`src/rtl/i2c_codec_target_if.sv`:
```
// Bus and register-port bundle for the codec control-port I2C target.
interface i2c_codec_target_if;
  logic       i_scl;
  logic       i_sda;
  logic       o_sda_pull;
  logic       o_wr_valid;
  logic [6:0] o_wr_addr;
  logic [8:0] o_wr_data;
  logic [6:0] i_rd_addr;
  logic [8:0] o_rd_data;
  logic       o_frame_err;
  logic       o_busy;

  modport slave (
    input  i_scl, i_sda, i_rd_addr,
    output o_sda_pull, o_wr_valid, o_wr_addr, o_wr_data, o_rd_data, o_frame_err, o_busy
  );

  modport master (
    output i_scl, i_sda, i_rd_addr,
    input  o_sda_pull, o_wr_valid, o_wr_addr, o_wr_data, o_rd_data, o_frame_err, o_busy
  );
endinterface

```
`src/rtl/i2c_codec_target.sv`:
```
// Write-only I2C target shadowing codec registers: addr byte, {reg[6:0],d8}, d[7:0].
// Define I2C_TGT_SYNC_EN to add 2-flop synchronizers on SCL/SDA for external pins.
module i2c_codec_target #(
  parameter logic [6:0]  DEV_ADDR = 7'h1A,
  parameter int unsigned NUM_REGS = 16
) (
  input logic               i_clk,
  input logic               i_rst,
  i2c_codec_target_if.slave bus
);
  localparam int unsigned IDX_W      = (NUM_REGS > 1) ? $clog2(NUM_REGS) : 1;
  localparam logic [7:0]  NUM_REGS_W = 8'(NUM_REGS);

  typedef enum logic [2:0] {
    S_IDLE, S_ADDR, S_DATA, S_ACK, S_ACK_PULL, S_ACK_HOLD, S_WAIT
  } state_e;

  logic scl_s, sda_s;
`ifdef I2C_TGT_SYNC_EN
  logic [1:0] scl_sync_q, sda_sync_q;
  always_ff @(posedge i_clk or posedge i_rst) begin
    if (i_rst) begin
      scl_sync_q <= '1;
      sda_sync_q <= '1;
    end else begin
      scl_sync_q <= {scl_sync_q[0], bus.i_scl};
      sda_sync_q <= {sda_sync_q[0], bus.i_sda};
    end
  end
  assign scl_s = scl_sync_q[1];
  assign sda_s = sda_sync_q[1];
`else
  assign scl_s = bus.i_scl;
  assign sda_s = bus.i_sda;
`endif

  state_e     state_q, state_d;
  logic       scl_q, sda_q;
  logic [2:0] bit_cnt_q, bit_cnt_d;
  logic [1:0] byte_idx_q, byte_idx_d;
  logic [6:0] shift_q, shift_d;
  logic [6:0] reg_q, reg_d;
  logic       d8_q, d8_d;
  logic [7:0] dlo_q, dlo_d;
  logic       pull_q, pull_d;
  logic       busy_q, busy_d;
  logic       err_q, err_d;
  logic       wr_valid_q, wr_valid_d;
  logic [6:0] wr_addr_q, wr_addr_d;
  logic [8:0] wr_data_q, wr_data_d;
  logic [8:0] rd_data_q;
  logic [8:0] regs_q [NUM_REGS];
  logic       commit;
  logic [7:0] byte_val;

  // Sample copies reset high so reset release on an idle bus never looks like START.
  wire start_det = scl_s & scl_q & sda_q & ~sda_s;
  wire stop_det  = scl_s & scl_q & ~sda_q & sda_s;
  wire scl_rise  = scl_s & ~scl_q;
  wire scl_fall  = ~scl_s & scl_q;
  wire partial   = (byte_idx_q == 2'd1) || (byte_idx_q == 2'd2);

  always_comb begin
    state_d    = state_q;
    bit_cnt_d  = bit_cnt_q;
    byte_idx_d = byte_idx_q;
    shift_d    = shift_q;
    reg_d      = reg_q;
    d8_d       = d8_q;
    dlo_d      = dlo_q;
    pull_d     = pull_q;
    busy_d     = busy_q;
    err_d      = 1'b0;
    wr_valid_d = 1'b0;
    wr_addr_d  = wr_addr_q;
    wr_data_d  = wr_data_q;
    commit     = 1'b0;
    byte_val   = {shift_q, sda_s};
    if (stop_det) begin
      state_d    = S_IDLE;
      pull_d     = 1'b0;
      busy_d     = 1'b0;
      err_d      = partial;
      byte_idx_d = '0;
    end else if (start_det) begin
      state_d    = S_ADDR;
      pull_d     = 1'b0;
      busy_d     = 1'b1;
      err_d      = partial;
      bit_cnt_d  = '0;
      byte_idx_d = '0;
    end else begin
      unique case (state_q)
        S_ADDR, S_DATA: begin
          if (scl_rise) begin
            shift_d   = byte_val[6:0];
            bit_cnt_d = bit_cnt_q + 3'd1;
            if (bit_cnt_q == 3'd7) begin
              state_d = S_WAIT;
              pull_d  = 1'b0;
              unique case (byte_idx_q)
                2'd0: begin
                  if (byte_val[7:1] == DEV_ADDR) begin
                    if (!byte_val[0]) state_d = S_ACK;
                    else              err_d   = 1'b1;
                  end
                end
                2'd1: begin
                  if ({1'b0, byte_val[7:1]} < NUM_REGS_W) begin
                    state_d = S_ACK;
                    reg_d   = byte_val[7:1];
                    d8_d    = byte_val[0];
                  end else begin
                    err_d = 1'b1;
                  end
                end
                2'd2: begin
                  state_d = S_ACK;
                  dlo_d   = byte_val;
                end
                default: err_d = 1'b1;
              endcase
            end
          end
        end
        S_ACK: begin
          if (scl_fall) begin
            pull_d  = 1'b1;
            state_d = S_ACK_PULL;
          end
        end
        S_ACK_PULL: begin
          if (scl_rise) state_d = S_ACK_HOLD;
        end
        S_ACK_HOLD: begin
          if (scl_fall) begin
            pull_d     = 1'b0;
            byte_idx_d = byte_idx_q + 2'd1;
            bit_cnt_d  = '0;
            state_d    = S_DATA;
            if (byte_idx_q == 2'd2) begin
              commit     = 1'b1;
              wr_valid_d = 1'b1;
              wr_addr_d  = reg_q;
              wr_data_d  = {d8_q, dlo_q};
            end
          end
        end
        S_WAIT:  pull_d = 1'b0;
        default: ;
      endcase
    end
  end

  always_ff @(posedge i_clk or posedge i_rst) begin
    if (i_rst) begin
      state_q    <= S_IDLE;
      scl_q      <= 1'b1;
      sda_q      <= 1'b1;
      bit_cnt_q  <= '0;
      byte_idx_q <= '0;
      shift_q    <= '0;
      reg_q      <= '0;
      d8_q       <= 1'b0;
      dlo_q      <= '0;
      pull_q     <= 1'b0;
      busy_q     <= 1'b0;
      err_q      <= 1'b0;
      wr_valid_q <= 1'b0;
      wr_addr_q  <= '0;
      wr_data_q  <= '0;
      rd_data_q  <= '0;
      for (int unsigned i = 0; i < NUM_REGS; i++) regs_q[i] <= '0;
    end else begin
      state_q    <= state_d;
      scl_q      <= scl_s;
      sda_q      <= sda_s;
      bit_cnt_q  <= bit_cnt_d;
      byte_idx_q <= byte_idx_d;
      shift_q    <= shift_d;
      reg_q      <= reg_d;
      d8_q       <= d8_d;
      dlo_q      <= dlo_d;
      pull_q     <= pull_d;
      busy_q     <= busy_d;
      err_q      <= err_d;
      wr_valid_q <= wr_valid_d;
      wr_addr_q  <= wr_addr_d;
      wr_data_q  <= wr_data_d;
      rd_data_q  <= ({1'b0, bus.i_rd_addr} < NUM_REGS_W) ? regs_q[bus.i_rd_addr[IDX_W-1:0]] : '0;
      if (commit) regs_q[reg_q[IDX_W-1:0]] <= {d8_q, dlo_q};
    end
  end

  assign bus.o_sda_pull  = pull_q;
  assign bus.o_wr_valid  = wr_valid_q;
  assign bus.o_wr_addr   = wr_addr_q;
  assign bus.o_wr_data   = wr_data_q;
  assign bus.o_rd_data   = rd_data_q;
  assign bus.o_frame_err = err_q;
  assign bus.o_busy      = busy_q;
endmodule

```
`src/flat_wrapper.sv`:
```
// flat-port wrapper written by rule: the top's interface ports become plain ports
module i2c_codec_target_flat 
#(
  parameter logic [6:0]  DEV_ADDR = 7'h1A,
  parameter int unsigned NUM_REGS = 16
)
  (i_clk, i_rst, bus_i_scl, bus_i_sda, bus_i_rd_addr, bus_o_sda_pull, bus_o_wr_valid, bus_o_wr_addr, bus_o_wr_data, bus_o_rd_data, bus_o_frame_err, bus_o_busy);
  i2c_codec_target_if bus_i ();
  input logic i_clk;
  input logic i_rst;
  input wire logic [$bits(bus_i.i_scl)-1:0] bus_i_scl;
  input wire logic [$bits(bus_i.i_sda)-1:0] bus_i_sda;
  input wire logic [$bits(bus_i.i_rd_addr)-1:0] bus_i_rd_addr;
  output wire logic [$bits(bus_i.o_sda_pull)-1:0] bus_o_sda_pull;
  output wire logic [$bits(bus_i.o_wr_valid)-1:0] bus_o_wr_valid;
  output wire logic [$bits(bus_i.o_wr_addr)-1:0] bus_o_wr_addr;
  output wire logic [$bits(bus_i.o_wr_data)-1:0] bus_o_wr_data;
  output wire logic [$bits(bus_i.o_rd_data)-1:0] bus_o_rd_data;
  output wire logic [$bits(bus_i.o_frame_err)-1:0] bus_o_frame_err;
  output wire logic [$bits(bus_i.o_busy)-1:0] bus_o_busy;
  assign bus_i.i_scl = bus_i_scl;
  assign bus_i.i_sda = bus_i_sda;
  assign bus_i.i_rd_addr = bus_i_rd_addr;
  assign bus_o_sda_pull = bus_i.o_sda_pull;
  assign bus_o_wr_valid = bus_i.o_wr_valid;
  assign bus_o_wr_addr = bus_i.o_wr_addr;
  assign bus_o_wr_data = bus_i.o_wr_data;
  assign bus_o_rd_data = bus_i.o_rd_data;
  assign bus_o_frame_err = bus_i.o_frame_err;
  assign bus_o_busy = bus_i.o_busy;
  i2c_codec_target #(.DEV_ADDR(DEV_ADDR), .NUM_REGS(NUM_REGS)) u_core (.i_clk(i_clk), .i_rst(i_rst), .bus(bus_i));
endmodule
```
`config.mk`:
```
export PLATFORM = sky130hd
export DESIGN_NAME = i2c_codec_target_flat
export DESIGN_NICKNAME = d
export VERILOG_FILES = /design/src/rtl/i2c_codec_target_if.sv /design/src/rtl/i2c_codec_target.sv /design/src/flat_wrapper.sv
export SDC_FILE = /design/constraint.sdc
export NUM_CORES = 1
export LEC_CHECK = 0
export BUFFER_PORTS_ARGS = -buffer_cell sky130_fd_sc_hd__buf_2
export CORE_ASPECT_RATIO = 0.7
export CORE_MARGIN = 2
export CORE_UTILIZATION = 54
export DETAILED_ROUTE_END_ITERATION = 10
export MAX_ROUTING_LAYER = met4
export PLACE_DENSITY = 0.68
export SYNTH_ARGS = -nofsm -noshare
export SYNTH_HDL_FRONTEND = slang
export SYNTH_SLANG_ARGS = --single-unit
```
`constraint.sdc`:
```
create_clock -name i_clk -period 11 [get_ports i_clk]
set_input_delay 0.55 -clock i_clk [delete_from_list [all_inputs] [get_ports i_clk]]
set_output_delay 0.55 -clock i_clk [all_outputs]
set_load 0.03 [all_outputs]
```
# [Yosys cells after proc, flatten, opt, wreduce, memory -nomap -nowiden]
# Index checks and enable logic that the tools add are counted.
[word_totals] wordCells=139 out_inout_bits=29 in_bits=11 reg_bits=206
[op_classes] eq_ne=17 reduce_logical=18 n_bitwise=15 add_sub_neg=2 mux=50 order_cmp=5
[op_table] op="bitwise mux 144 bit" n=1
[op_table] op="2-to-1 mux 3 bit" n=13
[op_table] op="binary-select mux 9 bit (select 4 bit)" n=1
[op_table] op="demux 9 bit (select 4 bit)" n=1
[op_table] op="2-to-1 mux 9 bit" n=4
[op_table] op="2-to-1 mux 1 bit" n=21
[op_table] op="!= test 4 x 1 -> 1 bit, second input constant" n=5
[op_table] op="less-than comparator 7 x 5 -> 1 bit, second input constant" n=2
[op_table] op="== test 3 bit, second input constant" n=4
[op_table] op="one-hot mux 3 bit (4 select lines)" n=1
[op_table] op="AND reduction 6 bit" n=2
[op_table] op="nonzero test 6 bit" n=2
[op_table] op="greater-or-equal comparator 5 bit, second input constant" n=2
[op_table] op="NOT 4 -> 5 bit" n=2
[op_table] op="AND reduction 5 bit" n=2
[op_table] op="one-hot mux 3 bit (3 select lines)" n=1
[op_table] op="nonzero test 3 bit" n=3
[op_table] op="2-to-1 mux 2 bit" n=4
[op_table] op="AND reduction 4 bit" n=2
[op_table] op="bitwise AND 1 bit" n=7
[op_table] op="== test 7 x 5 -> 1 bit, second input constant" n=1
[op_table] op="AND reduction 7 bit" n=1
[op_table] op="== test 3 x 2 -> 1 bit, second input constant" n=2
[op_table] op="!= test 3 x 1 -> 1 bit, second input constant" n=2
[op_table] op="other kinds (16)" n=21

# [Longest topological paths before layout]
# Gate-level depths: netlist (run 1).
[logic_depth] word_depth=8 ltp_mapped=7 depth_no_buf=7

# [Least setup slack after synthesis (run 1)]
# OpenSTA, ideal clock, no wires.
[synth_timing] path_type="input -> register" start="input bus_i_rd_addr[0]" end="register u_core.rd_data_q[0] (netlist: u_core.bus.o_rd_data[0])" arrival_time_ns=2.189 setup_ns=0.131 n_path_buf=2 t_required_ns=10.869 path_slack_ns=8.680 cell_stages=5 path_cell_list="buf_2 > buf_2 > mux4_2 > mux4_2 > nor2b_1"
[synth_via] elab_chain_len=5 word_cells_on_any_way=6 classes_between="1 x order compare; 4 x mux; 1 x bitwise"
[synth_lines] item="start, declared" line_no="flat_wrapper.sv:13" source="input wire logic [$bits(bus_i.i_rd_addr)-1:0] bus_i_rd_addr;"
[synth_lines] item="NOT 4 -> 5 bit (not written as such)" line_no="i2c_codec_target.sv:190" source="rd_data_q <= ({1'b0, bus.i_rd_addr} < NUM_REGS_W) ? regs_q[bus.i_rd_addr[IDX_W-1:0]] : '0;"
[synth_lines] item="binary-select mux 9 bit (select 4 bit)" line_no="i2c_codec_target.sv:190"
[synth_lines] item="2-to-1 mux 9 bit (not written as such) (2 in series)" line_no="i2c_codec_target.sv:190"
[synth_lines] item="2-to-1 mux 9 bit *" line_no="i2c_codec_target.sv:190"
[synth_lines] item="end signal, assigned" line_no="i2c_codec_target.sv:190"
[synth_lines] item="end, declared" line_no="i2c_codec_target.sv:51" source="logic [8:0] rd_data_q;"
# Mark *: on every way between the ends. The rest lies on a longest branch, timed or not. The select of a mux whose other input is x is not followed.
# A chain may end at the register's enable or synchronous reset.

# [Final worst setup path (run 1)]
[layout_timing] start="register u_core.byte_idx_q[0]" end="register u_core.regs_q[35] (netlist bit)"
[layout_via] elab_chain_len=6
[layout_lines] item="start, declared" line_no="i2c_codec_target.sv:40" source="logic [1:0] byte_idx_q, byte_idx_d;"
[layout_lines] item="start signal, assigned" line_no="i2c_codec_target.sv:179" source="byte_idx_q <= byte_idx_d;"
[layout_lines] item="== test 2 bit" line_no="i2c_codec_target.sv:141" source="if (byte_idx_q == 2'd2) begin"
[layout_lines] item="2-to-1 mux 1 bit" line_no="i2c_codec_target.sv:141"
[layout_lines] item="2-to-1 mux 1 bit" line_no="i2c_codec_target.sv:136" source="if (scl_fall) begin"
[layout_lines] item="2-to-1 mux 1 bit" line_no="i2c_codec_target.sv:93" source="unique case (state_q)"
[layout_lines] item="2-to-1 mux 1 bit" line_no="i2c_codec_target.sv:85" source="end else if (start_det) begin"
[layout_lines] item="2-to-1 mux 1 bit" line_no="i2c_codec_target.sv:79" source="if (stop_det) begin"
[layout_lines] item="end signal, assigned by index" line_no="i2c_codec_target.sv:191" source="if (commit) regs_q[reg_q[IDX_W-1:0]] <= {d8_q, dlo_q};"
[layout_lines] item="end, declared" line_no="i2c_codec_target.sv:52" source="logic [8:0] regs_q [NUM_REGS];"
# Every way passes these cells.

==> metrics.csv, run 1 <==
metric,value,unit
status,"complete, no violations",
antenna_found_initial,0,
syn-cell-area,9170,um2
clkSinkCount,206,
cpPeakStageDelay,0.76,ns
maxSlewViolCount,0,
clk_transition_reported_paths,0.06,ns
cts_max_level,1,
nFillCells,1223,
synth_nets,608,
worst-path-buf-inv,1,
grt_remaining_overflow,0,
synth-main-ff-cell,dfrtp_1,
path_delay_family,simple AND/OR/NAND/NOR gates,
drtIter0Drc,406,
worstMarginPinSlew,1.00,ns
final_nets,645,
holdBufCountCts,0,
drtPass1Iterations,4,
wirelength,20.3,mm
grt_max_degree,133,
synth_edf_count,0,
min_from,bus_i_scl,
yosys_warnings,0,
avgRoutedWirePerCell,23.4,um
placed_area,9550,um2
dr_total_vias,5198,
worstPathCellList,inv_1 > ha_1 > and4_4 > nand3_2 > nor3_2 > mux2_2,
cp-start-kind,flip-flop,
r2r_slack,8.26,ns
holdPathStages,1,
grt_setup_unrepaired,false,
port_buffers,39,
synth_area_leaders,"dfrtp_1 (56%), mux2_2 (21%), mux4_2 (11%)",
async_flop_share,1.00,
pwr-share-clk,0.423,
cp.required,11.38,ns
finalCritPeriodShare,0.249,
die_w,160,um
p_leak,0.00502,uW
finalSetupViolations,0,
drv_cap,0,
ir_worst_vdd,0.129,mV
ys_ff_latch,206,
met3_usage,0.0466,
yosys.area.top_type,dfrtp_1,
numCtsBuffers,21,
hpwl,12.9,mm
grt_util_met2,0.355,
coreArea,16400,um2
cts_tree,yes,
layout-drive-gt1-share,0.494,
hp-class,in -> reg,
r2r-start,u_core.byte_idx_q[0],
synth_top_area_share,0.557,
max_slew_margin,0.332,
max_freq,365,MHz
top_usage_layer,met1,
seq_area_frac_synth,0.563,
crit_slowest_cell,nor3_2,
grt_pass1_vias,5440,
ios,40,
synth_cell_types,54,
swShare,0.248,
ant_nets,0,
post-route-drc-count,0,
critPathCaptureType,flip-flop,
holdPathEnd,u_core.scl_q,
grt_first_pass_wirelength,32.6,mm
syn_area_per_cell,15.5,um2
pwr-share-seq,0.486,
grt_usage,0.245,
fin_setup_tns,0,ns
use_met1,0.368,
p_int,1270,uW
reg2regPathDepth,6,
avgViaCountPerCell,6.00,
dieArea,18000,um2
root_buffer,clkbuf_16,
min_period,2.74,ns
synth.most_common_cell,dfrtp_1,
initial_core_util,0.557,
die_h,113,um
comb_power_share,0.091,
crit_type,reg -> reg,
num_rows,39,
timing.rr.end,u_core.regs_q[35],
p_switching,419,uW
area_delta_synth_final,11.7,%
cts_setup_buffers,0,
finalInstanceArea,10200,um2
cts_resized,0,
antenna_cells,0,
critPathMaxFanout,21,
insertion_delay,0.51,ns
powerDensity,165,nW/um2
synth_common_cells,"dfrtp_1 (204), mux2_2 (174), mux4_2 (45), nand2_1 (29), clkbuf_1 (18)",
synthCells,591,
clockBufferDepth,3,
arrival,3.12,ns
finalHoldViolCount,0,
gp_congestion,0.835,
skew,0.0251,ns
## registers in the layout (all words and copies together) (netlist names), 2 cells and up
signal and cells:
u_core.bus.o_wr_addr 7, u_core.dlo_q 8, u_core.shift_q 7, u_core.bus.o_wr_data 9, u_core.state_q 3, u_core.bus.o_rd_data 9, u_core.reg_q 7, u_core.bit_cnt_q 3
u_core.regs_q 144, u_core.byte_idx_q 2
## cell type report
cell class | instances | area (um2) | area share
Timing Repair Buffer | 42 | 218 | 0.0213
Inverter | 8 | 37.5 | 0.00367
Tap cell | 225 | 282 | 0.0275
Sequential cell | 206 | 5160 | 0.504
Clock buffer | 31 | 593 | 0.0579
Clock inverter | 6 | 95.1 | 0.00929
Multi-Input combinational cell | 349 | 3860 | 0.377
## worst register-to-register path: stages (launching register included)
cell	delay, ns
dfrtp_1	0.43
inv_1	0.12
ha_1	0.23
and4_4	0.47
nand3_2	0.20
nor3_2	0.76
mux2_2	0.43
## cell families after synthesis
logic type	Yosys count	synth area share
mux	221	0.327
compound gates	26	0.0193
simple gates	95	0.0659
flops	206	0.563
buf+inv	36	0.0162
fa+ha+maj	6	0.00819
xor+xnor	1	0.000956
## cells in the final DEF, fill, tap and decap left out, types with 3 or more instances in the layout
cell       netlist  routed
clkbuf_1        18       7
nand2b_1         3       3
dfrtp_1        204     204
buf_2            5      39
nor2_1           6       6
mux2_2         174     174
nor2b_1         10      10
or3_1            3       3
ha_1             6       6
o21ai_0          8       8
inv_1            8       7
clkbuf_8         0       3
nand2_1         29      29
and2_1           3       3
nand3b_2         3       3
clkbuf_16        0      21
a21oi_1          6       6
nor3_1           3       3
nor2_2           8       8
mux4_2          45      45
buf_4            0       3
## metrics by stage
stage | total power, uW | worst slack, ns | cells | utilization | hold WS (ns)
final | 1680 | 8.26 | 867 | 0.623 | 0.214
after global routing | 1760 | 8.14 | 867 | 0.623 | 0.207
after CTS | 1700 | 8.25 | 867 | 0.623 | 0.205
after detailed placement | 983 | 8.06 | 830 | 0.581 | 0.472
after global placement | 975 | 8.13 | 830 | 0.581 | 0.462
after floorplan | 939 | 4.83 | 591 | - | 0.447
## power by group through the flow
| stage | Sequential [uW] | Combinational, uW | Clock, uW |
|---|---|---|---|
| 4_1_cts | 817 | 154 | 727 |
| 5_1_grt | 822 | 171 | 767 |
| 3_5_place_dp | 830 | 153 | 0 |
| 6_report | 819 | 153 | 713 |
| 2_1_floorplan | 824 | 115 | 0 |
| 3_3_place_gp | 828 | 146 | 0 |
## routing by layer
layer | vias to the layer above | wire [um]
met5 | - | 0
met4 | 0 | 300
met3 | 27 | 1180
met2 | 129 | 9130
met1 | 2767 | 9650
li1 | 2275 | -
## how the worst max path moves through the flow
stage	start	endpoint	slack, ns	cells past startpoint
floorplan	i_rst	u_core.bit_cnt_q[0]	4.83	1
global placement	bus_i_scl	u_core.regs_q[31]	8.13	6
detailed placement	bus_i_scl	u_core.regs_q[35]	8.06	6
CTS	u_core.scl_q	u_core.regs_q[35]	8.25	5
global route	u_core.scl_q	u_core.regs_q[31]	8.14	5
finish	u_core.byte_idx_q[0]	u_core.regs_q[35]	8.26	6
(Power assumes the default switching activity.)
==> run 2: changes to the inputs <==
- PLACE_DENSITY: 0.68 -> 0.71
- clock period: 11 -> 2.2 ns (I/O delays scaled with it)
==> metrics.csv, run 2 (synthesis gave the netlist of run 1 again) <==
metric,value,unit
pwr-share-seq,0.491,
fin_setup_tns,0,ns
cts_tree,yes,
clkSinkCount,206,
layout_common_cells,"dfrtp_1 (204), mux2_2 (174), mux4_2 (45), buf_2 (39), buf_4 (30)",
die_h,113,um
numCtsBuffers,21,
coreArea,16400,um2
register_area,5160,um2
critPathMaxFanout,9,
powerDensity,778,nW/um2
finalCritPeriodShare,0.984,
critPathCaptureType,flip-flop,
finalInstanceArea,10600,um2
placed_area,9950,um2
worstMarginPinSlew,0.678,ns
grt_first_pass_wirelength,32.5,mm
drtIter0Drc,284,
comb_power_share,0.108,
ir_worst_vdd,0.491,mV
pwr-share-clk,0.401,
max_slew_margin,0.548,
layout_commonest_cell,dfrtp_1,
status,"complete, no violations",
finalSetupViolations,0,
p_switching,2060,uW
dr_total_vias,5378,
fin_ws,0.0350,ns
drv_cap,0,
port_buffers,39,
p_leak,0.00522,uW
max_flop_register,u_core.regs_q,
initial_core_util,0.557,
grt_remaining_overflow,0,
antenna_found_initial,0,
die_w,160,um
cp-start-kind,flip-flop,
ant_nets,0,
grt_max_degree,74,
p_int,6200,uW
avgRoutedWirePerCell,21.9,um
cp.required,2.57,ns
dieArea,18000,um2
root_buffer,clkbuf_16,
nFillCells,1205,
largest_register_ffs,144,
drtPass1Iterations,4,
max_freq,462,MHz
num_rows,39,
grt_usage,0.241,
hpwl,13.6,mm
crit_type,reg -> reg,
fin_util,0.646,
cts_setup_buffers,0,
gp_congestion,0.891,
hp-class,in -> async,
insertion_delay,0.49,ns
antenna_cells,0,
clockBufferDepth,3,
min_period,2.16,ns
avgViaCountPerCell,5.94,
multi_input_area,3870,um2
layout-drive-gt1-share,0.521,
dp_slack,0.0758,ns
finalHoldViolCount,0,
skew,0.00933,ns
post-route-drc-count,0,
reg2regPathDepth,7,
cts_max_level,1,
clk_transition_reported_paths,0.06,ns
arrival,2.54,ns
area_delta_synth_final,15.9,%
maxSlewViolCount,0,
swShare,0.250,
ios,40,
wirelength,19.9,mm
grt_setup_unrepaired,true,
grt_pass1_vias,5592,
final_nets,685,
==> run 2: changes by cell type in the layout (fill, tap and decap cells not counted), moves of 2 or more <==
cell           change
dlygate4sd3_1      +3
clkinvlp_4         +2
buf_4             +27
buf_12            +10
clkbuf_8           -2
==> run 2: worst paths after layout <==
| path | from | endpoint | slack, ns |
|---|---|---|---|
| max | u_core.byte_idx_q[0] | u_core.regs_q[115] | 0.04 |
| min | i_rst | u_core.bus.o_busy | 0.12 |
| max reg2reg | u_core.byte_idx_q[0] | u_core.regs_q[115] | 0.04 |
| min reg2reg | u_core.reg_q[6] | u_core.reg_q[6] | 0.48 |
| max in group asynchronous | i_rst | u_core.regs_q[41] | 1.42 |
| min in group i_clk | bus_i_rd_addr[3] | u_core.bus.o_rd_data[1] | 0.23 |
==> run 2: power groups by stage <==
| stage | registers, uW | logic [uW] | clock network, uW |
|---|---|---|---|
| after global routing | 4080 | 1000 | 3550 |
| final | 4060 | 894 | 3310 |
| after CTS | 4050 | 884 | 3370 |
| after floorplan | 4120 | 578 | 0 |
| after global placement | 4110 | 855 | 0 |
| after detailed placement | 4120 | 872 | 0 |
==> run 2: cell type report <==
cell class,count,share of cell area
inverters,8,0.00318
repair buffers,82,0.0613
clock inverters,5,0.00495
multi-input cells,349,0.365
flip-flops and latches,206,0.486
clock buffers,30,0.0536
well taps,225,0.0265
==> run 2: worst max-delay path: stages, from the launching register on <==
cell and delay [ns]:
dfrtp_1 0.42, inv_1 0.11, ha_1 0.20, and4_4 0.31
nor3b_2 0.20, buf_4 0.17, nand3_2 0.26, mux2_2 0.38
==> run 2: routing by layer <==
| layer | vias to the layer above | global-route usage | part of all wire |
|---|---|---|---|
| met5 | - | - | 0 |
| met4 | 0 | 0.0521 | 0.018 |
| met3 | 31 | 0.0451 | 0.058 |
| met2 | 130 | 0.349 | 0.45 |
| met1 | 2867 | 0.360 | 0.47 |
| li1 | 2350 | - | - |
==> run 2: timing repair <==
item,CTS,global route
resized for setup,0,3
endpoints found under the setup margin,0,35
hold buffers,3,0
endpoints found under the hold margin,206,0
==> run 2: stage by stage <==
step | hold WS (ns) | instances | total power (uW)
after floorplan | 0.114 | 591 | 4700
after global placement | 0.0667 | 867 | 4970
after detailed placement | 0.0684 | 867 | 4990
after CTS | 0.121 | 905 | 8310
after global routing | 0.122 | 905 | 8630
final | 0.119 | 905 | 8260
==> run 3: changes to the inputs <==
- BUFFER_PORTS_ARGS: -buffer_cell sky130_fd_sc_hd__buf_2 -> not set
- DONT_BUFFER_PORTS: not set -> 1
- HOLD_SLACK_MARGIN: not set -> 0.1
- PLACE_DENSITY: 0.71 -> 0.69
==> metrics.csv, run 3 (synthesis gave the netlist of run 1 again) <==
metric,value,unit
crit_slowest_cell,dfrtp_1,
cpPeakStageDelay,0.43,ns
cts_max_level,1,
maxSlewViolCount,0,
swShare,0.250,
p_switching,2110,uW
pwr-share-clk,0.423,
area_delta_synth_final,13.1,%
crit_type,reg -> reg,
critPathMaxFanout,9,
reg2regPathDepth,7,
final_nets,634,
grt_first_pass_wirelength,32.3,mm
max_freq,462,MHz
r2r-start,u_core.byte_idx_q[0],
initial_core_util,0.557,
port_buffers,0,
grt_usage,0.241,
arrival,2.54,ns
die_h,113,um
critPathCaptureType,flip-flop,
pwr-share-seq,0.484,
ant_nets,0,
worstMarginPinSlew,0.766,ns
met3_usage,0.0356,
avgViaCountPerCell,6.01,
die_w,160,um
ir_worst_vdd,0.485,mV
skew,0.00888,ns
drtPass1Iterations,4,
hp-class,in -> reg,
timing.rr.end,u_core.regs_q[127],
clockBufferDepth,3,
grt_max_degree,120,
fin_setup_tns,0,ns
ios,40,
dieArea,18000,um2
fin_util,0.630,
dr_total_vias,5148,
worstPathCellList,inv_1 > ha_1 > and4_4 > nor3b_2 > buf_4 > nand3b_2 > mux2_2,
grt_util_met2,0.350,
drv_cap,0,
holdPathEnd,u_core.bus.o_rd_data[2],
path_delay_family,simple AND/OR/NAND/NOR gates,
top_usage_layer,met1,
cts_tree,yes,
finalCritPeriodShare,0.984,
holdPathStages,3,
layout_commonest_cell,dfrtp_1,
grt_setup_unrepaired,true,
min_from,bus_i_rd_addr[2],
finalSetupViolations,0,
grt_remaining_overflow,0,
avgRoutedWirePerCell,23.6,um
post-route-drc-count,0,
insertion_delay,0.49,ns
r2r_slack,0.04,ns
status,"complete, no violations",
numCtsBuffers,20,
grt_pass1_vias,5408,
finalHoldViolCount,0,
hpwl,13.3,mm
p_leak,0.00499,uW
comb_power_share,0.093,
cp-start-kind,flip-flop,
use_met1,0.367,
clk_transition_reported_paths,0.07,ns
p_int,6340,uW
max_flop_register,u_core.regs_q,
layout-drive-gt1-share,0.487,
coreArea,16400,um2
wirelength,20.2,mm
num_rows,39,
min_period,2.16,ns
antenna_cells,0,
gp_congestion,0.869,
antenna_found_initial,0,
drtIter0Drc,283,
worst-path-buf-inv,2,
root_buffer,clkbuf_16,
clkSinkCount,206,
layout_common_cells,"dfrtp_1 (204), mux2_2 (174), mux4_2 (45), nand2_1 (29), clkbuf_16 (21)",
cp.required,2.57,ns
cts_setup_buffers,0,
max_slew_margin,0.488,
largest_register_ffs,144,
powerDensity,815,nW/um2
## run 3: cell types whose count changed in the layout (fill, tap and decap cells not counted), sizes merged
cell	before	now
buf	79	25
clkbuf	30	28
clkinv	3	4
dlygate4sd3	3	7
inv	7	9
## run 3: area by class of cell
type | instances | area [um2]
Clock inverter | 8 | 75.1
Tap cell | 225 | 282
Fill cell | 1212 | 6080
Timing Repair Buffer | 32 | 333
Sequential cell | 206 | 5160
Multi-Input combinational cell | 349 | 3860
Inverter | 8 | 33.8
Clock buffer | 28 | 622
## run 3: routing by layer
metal | share of wire | up-vias
met5 | 0 | -
met4 | 0.017 | 0
met3 | 0.062 | 22
met2 | 0.44 | 133
met1 | 0.48 | 2749
li1 | - | 2244
## run 3: power by group through the flow
stage	Clock, uW	Combinational (uW)	Sequential, uW
3_5_place_dp	0	743	4160
2_1_floorplan	0	578	4120
4_1_cts	3640	773	4080
5_1_grt	3820	870	4110
3_3_place_gp	0	716	4150
6_report	3570	782	4090
## run 3: repair_timing
action	in CTS	in global routing
endpoints found under the hold margin	224	1
hold buffers	7	1
resized for setup	0	2
endpoints found under the setup margin	0	39
## run 3: worst max path at each step
stage,depth (start not counted),start,slack [ns],to
global placement,7,u_core.bit_cnt_q[0],0.1,u_core.state_q[1]
finish,7,u_core.byte_idx_q[0],0.04,u_core.regs_q[127]
global route,6,u_core.state_q[1],-0.06,u_core.regs_q[114]
CTS,4,u_core.regs_q[65],0.02,u_core.bus.o_rd_data[2]
detailed placement,6,u_core.state_q[1],0.07,u_core.regs_q[116]
floorplan,1,i_rst,-0.58,u_core.bit_cnt_q[0]
## run 3: per-stage QoR
stage / total power, uW / hold slack [ns] / setup WS (ns) / cells / cell area (um2)
global placement: 4870 / 0.115 / 0.0955 / 813 / 9590
floorplan: 4700 / 0.114 / -0.581 / 591 / 9170
global route: 8800 / 0.184 / -0.0595 / 856 / 10400
finish: 8450 / 0.141 / 0.0355 / 856 / 10400
detailed placement: 4900 / 0.115 / 0.0659 / 813 / 9590
CTS: 8500 / 0.154 / 0.0193 / 856 / 10400
## run 3: worst min-delay path: cells and delay by family
kind | cells | cell delay (ns)
and+or+nand+nor | 1 | 0.11
muxes | 2 | 0.36
